==> config.mk <==
export PLATFORM = sky130hd
export DESIGN_NAME = bch_sys_encoder
export DESIGN_NICKNAME = d
export VERILOG_FILES = /design/src/rtl/bch_sys_encoder.sv
export SDC_FILE = /design/constraint.sdc
export NUM_CORES = 1
export LEC_CHECK = 0
export BUFFER_PORTS_ARGS = -buffer_cell sky130_fd_sc_hd__buf_2
export CAP_MARGIN = 20
export CORE_MARGIN = 10
export CORE_UTILIZATION = 37
export DETAILED_ROUTE_END_ITERATION = 8
export SLEW_MARGIN = 10
export SYNTH_ARGS = -nofsm -noshare
export SYNTH_HDL_FRONTEND = slang
export SYNTH_SLANG_ARGS = --single-unit
==> constraint.sdc <==
create_clock -name i_clk -period 2.3 [get_ports i_clk]
set_input_delay 0.23 -clock i_clk [delete_from_list [all_inputs] [get_ports i_clk]]
set_output_delay 0.23 -clock i_clk [all_outputs]
set_load 0.01 [all_outputs]
==> src/rtl/bch_sys_encoder.sv <==
// Bit-serial systematic BCH encoder for n = 63/255/1023 with per-frame generator.
// Message bits pass straight through; the LFSR remainder follows MSB first.
module bch_sys_encoder #(
   parameter int unsigned PAR_W = 40,
   parameter int unsigned GEN_W = 41
) (
   input  logic             i_clk,
   input  logic             i_rst_n,
   input  logic             i_start,
   input  logic [1:0]       i_code,
   input  logic [GEN_W-1:0] i_gen,
   input  logic [5:0]       i_gen_deg,
   output logic             o_busy,
   input  logic             i_in_valid,
   input  logic             i_in_bit,
   output logic             o_in_ready,
   output logic             o_out_valid,
   output logic             o_out_bit,
   output logic             o_out_last,
   input  logic             i_out_ready,
   output logic             o_done,
   output logic             o_err
);

   typedef enum logic [1:0] {StIdle, StMsg, StPar} state_e;

   state_e state_q, state_d;

   logic [5:0]       p_q, p_d;
   logic [PAR_W-1:0] mask_q, mask_d;
   logic [PAR_W-1:0] g_q, g_d;
   logic [PAR_W-1:0] r_q, r_d;
   logic [9:0]       k_q, k_d;
   logic [9:0]       msg_cnt_q, msg_cnt_d;
   logic [5:0]       par_cnt_q, par_cnt_d;
   logic             out_valid_q, out_valid_d;
   logic             out_bit_q, out_bit_d;
   logic             out_last_q, out_last_d;
   logic             done_q, done_d;
   logic             err_q, err_d;

   logic [9:0]       n_in;
   logic [PAR_W-1:0] mask_in;
   logic [PAR_W-1:0] top;
   logic [PAR_W-1:0] shifted;
   logic             start_ok;
   logic             free;
   logic             accept;
   logic             msb;
   logic             fb;
   logic             msg_end;
   logic             par_end;

   // The leading generator coefficient is implicit in the degree.
   logic unused_gen_lead;
   assign unused_gen_lead = ^i_gen[GEN_W-1:PAR_W];

   always_comb begin
      case (i_code)
         2'd0:    n_in = 10'd63;
         2'd1:    n_in = 10'd255;
         2'd2:    n_in = 10'd1023;
         default: n_in = 10'd0;
      endcase
      start_ok = (i_code != 2'd3) && (i_gen_deg != 6'd0) &&
                 (32'(i_gen_deg) <= PAR_W) && ({4'b0, i_gen_deg} < n_in);
      mask_in  = (PAR_W'(1) << i_gen_deg) - PAR_W'(1);
      top      = mask_q & ~(mask_q >> 1);
      msb      = |(r_q & top);
      shifted  = (r_q << 1) & mask_q;
      fb       = i_in_bit ^ msb;
      free     = !out_valid_q || i_out_ready;
      accept   = (state_q == StMsg) && i_in_valid && free;
      msg_end  = (msg_cnt_q == k_q - 10'd1);
      par_end  = (par_cnt_q == p_q - 6'd1);
   end

   always_ff @(posedge i_clk or negedge i_rst_n) begin
      if (!i_rst_n) begin
         state_q <= StIdle;
      end else begin
         state_q <= state_d;
      end
   end

   always_comb begin
      state_d = state_q;
      unique case (state_q)
         StIdle:  if (i_start && start_ok) state_d = StMsg;
         StMsg:   if (accept && msg_end) state_d = StPar;
         StPar:   if (free && par_end) state_d = StIdle;
         default: state_d = StIdle;
      endcase
   end

   always_comb begin
      p_d         = p_q;
      mask_d      = mask_q;
      g_d         = g_q;
      r_d         = r_q;
      k_d         = k_q;
      msg_cnt_d   = msg_cnt_q;
      par_cnt_d   = par_cnt_q;
      out_valid_d = out_valid_q;
      out_bit_d   = out_bit_q;
      out_last_d  = out_last_q;
      done_d      = out_valid_q && out_last_q && i_out_ready;
      err_d       = (state_q == StIdle) && i_start && !start_ok;
      // A free slot drops the held bit unless something new is loaded below.
      if (free) begin
         out_valid_d = 1'b0;
         out_last_d  = 1'b0;
      end
      unique case (state_q)
         StIdle: begin
            if (i_start && start_ok) begin
               p_d       = i_gen_deg;
               mask_d    = mask_in;
               g_d       = i_gen[PAR_W-1:0] & mask_in;
               k_d       = n_in - {4'b0, i_gen_deg};
               r_d       = '0;
               msg_cnt_d = '0;
               par_cnt_d = '0;
            end
         end
         StMsg: begin
            if (accept) begin
               out_bit_d   = i_in_bit;
               out_valid_d = 1'b1;
               r_d         = shifted ^ (fb ? g_q : '0);
               msg_cnt_d   = msg_cnt_q + 10'd1;
               if (msg_end) par_cnt_d = '0;
            end
         end
         StPar: begin
            if (free) begin
               out_bit_d   = msb;
               out_valid_d = 1'b1;
               r_d         = shifted;
               par_cnt_d   = par_cnt_q + 6'd1;
               if (par_end) out_last_d = 1'b1;
            end
         end
         default: ;
      endcase
   end

   always_ff @(posedge i_clk or negedge i_rst_n) begin
      if (!i_rst_n) begin
         p_q         <= '0;
         mask_q      <= '0;
         g_q         <= '0;
         r_q         <= '0;
         k_q         <= '0;
         msg_cnt_q   <= '0;
         par_cnt_q   <= '0;
         out_valid_q <= 1'b0;
         out_bit_q   <= 1'b0;
         out_last_q  <= 1'b0;
         done_q      <= 1'b0;
         err_q       <= 1'b0;
      end else begin
         p_q         <= p_d;
         mask_q      <= mask_d;
         g_q         <= g_d;
         r_q         <= r_d;
         k_q         <= k_d;
         msg_cnt_q   <= msg_cnt_d;
         par_cnt_q   <= par_cnt_d;
         out_valid_q <= out_valid_d;
         out_bit_q   <= out_bit_d;
         out_last_q  <= out_last_d;
         done_q      <= done_d;
         err_q       <= err_d;
      end
   end

   always_comb begin
      o_busy      = (state_q != StIdle);
      o_in_ready  = (state_q == StMsg) && free;
      o_out_valid = out_valid_q;
      o_out_bit   = out_bit_q;
      o_out_last  = out_last_q;
      o_done      = done_q;
      o_err       = err_q;
   end

endmodule

==> results by group <==
CTS
  – H-Tree Level Count: 4
  – Clock slew at the register clock pins of the worst setup and hold paths: roughly 0.07 ns
  – Number of buffers created by CTS: 17
  – Clock insertion delay at the later pin of the skew report: ~0.44 ns
  – Sink Count: approximately 160
  – Clock tree root driver cell: sky130_fd_sc_hd__clkbuf_16
  – CTS tree: built
  – Number of buffers on the longest clock path: 2

Worst hold path
  – WHS Path Cells: 3
  – End of the worst hold path: g_q[12]
  – Hold/Removal Path Class: in -> reg
  – Startpoint of the worst hold path: i_gen[12]

STA
  – Setup-violating endpoint count in the final report: 40
  – Final Max Slew Viols: 0
  – Period Utilization, post-route: 105.8%
  – Max transition margin: 54.35%
  – Hold Worst Slack: 0.01234 ns
  – Sum of negative setup slack: -3.132 ns
  – Setup repair after global routing missed its margin: true
  – Fin worst setup slack: -0.1338 ns
  – Post-route minimum period: about 2.4 ns
  – Upper clock frequency limit: approximately 410 MHz
  – Slew @ Worst Pin: 0.6848 ns
  – Final Hold Violating Endpoints: 0
  – Maximum clock skew at final layout: roughly 0.013 ns

Cells and area
  – Layout cell share with drive strength beyond 1: about a quarter
  – Final cell area excluding filler cells: 0.01334 sq mm
  – Ant. Diodes: 0
  – Non-Filler Instances: around 1,800
  – Area Overhead vs Synth: 31.51%
  – Finished Core Util: 49.50%
  – Nets: approximately 1,500

Synth
  – Mapped Nets: 1,336
  – Yosys warns: 0
  – Top cell types by occurrence after synthesis: sky130_fd_sc_hd__nand2_1, sky130_fd_sc_hd__dfrtp_1, sky130_fd_sc_hd__o21ai_0, sky130_fd_sc_hd__nor2_1, sky130_fd_sc_hd__nand3_1
  – FFs w/ async S/R, synth: 100.0%
  – Main synth FF type: sky130_fd_sc_hd__dfrtp_1
  – Most repeated cell in the gate-level netlist after synthesis: sky130_fd_sc_hd__nand2_1
  – Post-synth top area share: between 30% and 40%
  – Number of enable-type register cells in the synthesized netlist: 0
  – Library cell with the largest summed area after synthesis: sky130_fd_sc_hd__dfrtp_1
  – Area of the mapped netlist: around 0.010 sq mm
  – Top cells by area, synth: sky130_fd_sc_hd__dfrtp_1, sky130_fd_sc_hd__nand2_1, sky130_fd_sc_hd__o21ai_0
  – Number of unique standard cell types used by synthesis: 63
  – Post-synthesis sequential area ratio: 39.22%
  – Gate count of the mapped netlist: approximately 1,300
  – Number of synthesized register bits: 159
  – Post-Synthesis Mean Instance Area: between 8 and 9 sq um

Floorplanning
  – Width of the chip: 185.6 um
  – Core region area: between 0.02 and 0.03 sq mm
  – Die area: about 0.034 sq mm
  – Top-level port count: between 60 and 70
  – Die span in y: 185.6 um
  – Row count: 60
  – Starting utilization of the core area: 37.64%

Setup path
  – Most common cell on crit path: sky130_fd_sc_hd__buf_12
  – Crit path cell chain: buf_6 > nand3b_1 > nand2_1 > nor3_2 > and4_4 > buf_12 > buf_12 > buf_12 > mux2i_1 > or4_1 > a31oi_1
  – Kind of start point of the critical path: register
  – Register-to-Register Path Depth: 11
  – Maximum cell stage delay along the critical path: 0.40 ns
  – Crit end category: register
  – Startpoint of the worst register-to-register path: mask_q[8]
  – Slowest CP cell: sky130_fd_sc_hd__dfrtp_1
  – Largest delay contributor family on the critical path: simple AND/OR/NAND/NOR gates
  – Register-to-register path setup slack: -0.13 ns
  – Crit Reg-Reg Endpoint: r_q[2]
  – Data arrival, critical path: 2.79 ns
  – Worst setup path category: reg -> reg
  – Total buffers and inverters traversed by the critical path: 4
  – Largest fanout on the critical path: 7
  – Worst path required time: 2.65 ns

Power and ir drop
  – Net switching fraction of the power: ~30%
  – Post-layout total power: roughly 7.0 mW
  – Clock share of power: between 40% and 50%
  – Share of power burned in registers: between 40% and 50%
  – Combinational share of power: between 10% and 20%
  – Leakage: around 5.8 nW
  – Net Switching: roughly 2.1 mW
  – Maximum vdd ir drop: around 530 uV
  – Power per cell area: roughly 520 mW/mm^2
  – Internal cell power: approximately 4.9 mW

Drt
  – DRC errors left: 0
  – Routed WL: around 37,000 um
  – Number of vias after detailed routing: 10,455
  – Number of iterations in the first detailed-routing pass: 5
  – Detailed-route vias per instance: between 5 and 6
  – Remaining number of nets flagged by the antenna check after routing: 0
  – Drt initial violations: between 1,000 and 1,500
  – WL/cell: between 20 and 25 um

Global route
  – Total grt overflow: 0
  – Number of antenna violations at the first check in global routing: 0
  – Global-route usage over all layers: just over 20%
  – Global-route wire length before repair: between 50,000 and 60,000 um
  – Number of global-route vias before repair: between 9,000 and 10,000
  – Maximum number of pins on one net before global-route repair: 66

Place
  – Pre-CTS setup slack: -0.4495 ns
  – HPWL after DPL: between 20,000 and 25,000 um
  – Placed cell areas: between 0.01 and 0.015 sq mm
  – Count of input and output buffers: 60
  – Instance count after placement with tap cells included: between 1,500 and 2,000
  – Placer's final routability congestion estimate: roughly 0.9

Outcome
  – Outcome: complete, but fails checks
  – Violated checks: negative setup slack

Job
  – Max Cap Violations: 0
==> registers in the layout (all words and copies together) (netlist names), 2 cells and up, named ones only <==
name	flops
g_q	40
k_q	10
mask_q	40
msg_cnt_q	10
p_q	6
par_cnt_q	6
r_q	40
state_q	2
==> cells by family after synthesis <==
kind of cell,share of synthesized area [%]
AND/OR/NAND/NOR,27.26
AO/OA/AOI/OAI,19.30
buffers and inverters,5.254
flip-flops,39.22
multiplexers,4.255
adder cells (fa/ha/maj),2.294
XOR/XNOR,2.417
==> how the worst max path moves through the flow <==
stage	from	depth (start not counted)	end
2_1_floorplan	i_code[0]	13	r_q[1]
3_3_place_gp	i_code[0]	13	msg_cnt_q[7]
3_5_place_dp	i_code[0]	13	state_q[0]
4_1_cts	mask_q[8]	9	r_q[37]
5_1_grt	mask_q[8]	11	r_q[2]
6_report	mask_q[8]	11	r_q[2]
==> power by group through the flow <==
stage / Clock, mW / Combinational, mW / Sequential, mW
6_report: 2.86 / 1.10 / 3.05
5_1_grt: 3.01 / 1.20 / 3.06
4_1_cts: 2.89 / 1.02 / 3.04
3_5_place_dp: 0 / 1.00 / 3.09
3_3_place_gp: 0 / 0.983 / 3.09
2_1_floorplan: 0 / 0.556 / 3.05
==> per-layer routing <==
layer	routed length, um	GRT usage (%)	up-vias
met4	1272	7.481	0
met2	16990	31.85	405
met1	16030	27.05	5062
met5	0	0	-
met3	2865	4.192	72
li1	-	-	4916
==> repair_timing <==
action | CTS | global route
hold endpoints to repair | 65 | 0
buffers inserted | 6 | 13
hold buffers | 5 | 0
pin swaps | 49 | 59
endpoints found under the setup margin | 41 | 95
cloned | 3 | 8
resized for setup | 17 | 63
==> layout make-up <==
class                           instances  area, sq um
Fill cell                            2542        13610
Tap cell                              341        426.7
Multi-Input combinational cell        983         5969
Clock buffer                           20        446.7
Clock inverter                         12        125.1
Sequential cell                       159         3980
Timing Repair Buffer                  250         2268
Inverter                               32        125.1
==> worst register-to-register path, stage by stage (launching register included) <==
cell,delay [ns]
sky130_fd_sc_hd__dfrtp_1,0.40
sky130_fd_sc_hd__buf_6,0.13
sky130_fd_sc_hd__nand3b_1,0.18
sky130_fd_sc_hd__nand2_1,0.11
sky130_fd_sc_hd__nor3_2,0.19
sky130_fd_sc_hd__and4_4,0.29
sky130_fd_sc_hd__buf_12,0.15
sky130_fd_sc_hd__buf_12,0.15
sky130_fd_sc_hd__buf_12,0.12
sky130_fd_sc_hd__mux2i_1,0.06
sky130_fd_sc_hd__or4_1,0.39
sky130_fd_sc_hd__a31oi_1,0.19
==> cell usage in the layout, fill, tap and decap left out, types with 5 or more instances in the layout <==
cell type	count
sky130_fd_sc_hd__nand2_1	257
sky130_fd_sc_hd__dfrtp_1	158
sky130_fd_sc_hd__buf_4	137
sky130_fd_sc_hd__o21ai_0	87
sky130_fd_sc_hd__nor2_1	85
sky130_fd_sc_hd__nand3_1	69
sky130_fd_sc_hd__a21oi_1	62
sky130_fd_sc_hd__buf_2	57
sky130_fd_sc_hd__a31oi_1	53
sky130_fd_sc_hd__o211ai_1	43
sky130_fd_sc_hd__mux2i_1	42
sky130_fd_sc_hd__or4_1	41
sky130_fd_sc_hd__nand3b_1	37
sky130_fd_sc_hd__inv_1	27
sky130_fd_sc_hd__buf_12	23
sky130_fd_sc_hd__xnor2_1	22
sky130_fd_sc_hd__clkbuf_16	22
sky130_fd_sc_hd__buf_6	17
sky130_fd_sc_hd__o31ai_1	15
sky130_fd_sc_hd__nor3_1	13
sky130_fd_sc_hd__a22o_1	9
sky130_fd_sc_hd__ha_1	8
sky130_fd_sc_hd__and3_1	7
sky130_fd_sc_hd__nand4_1	7
sky130_fd_sc_hd__nand2b_1	7
sky130_fd_sc_hd__ha_4	7
sky130_fd_sc_hd__nor2_2	6
sky130_fd_sc_hd__nor3_2	6
sky130_fd_sc_hd__xor2_1	6
sky130_fd_sc_hd__dlygate4sd3_1	5
Power figures use the tool's default switching activity.
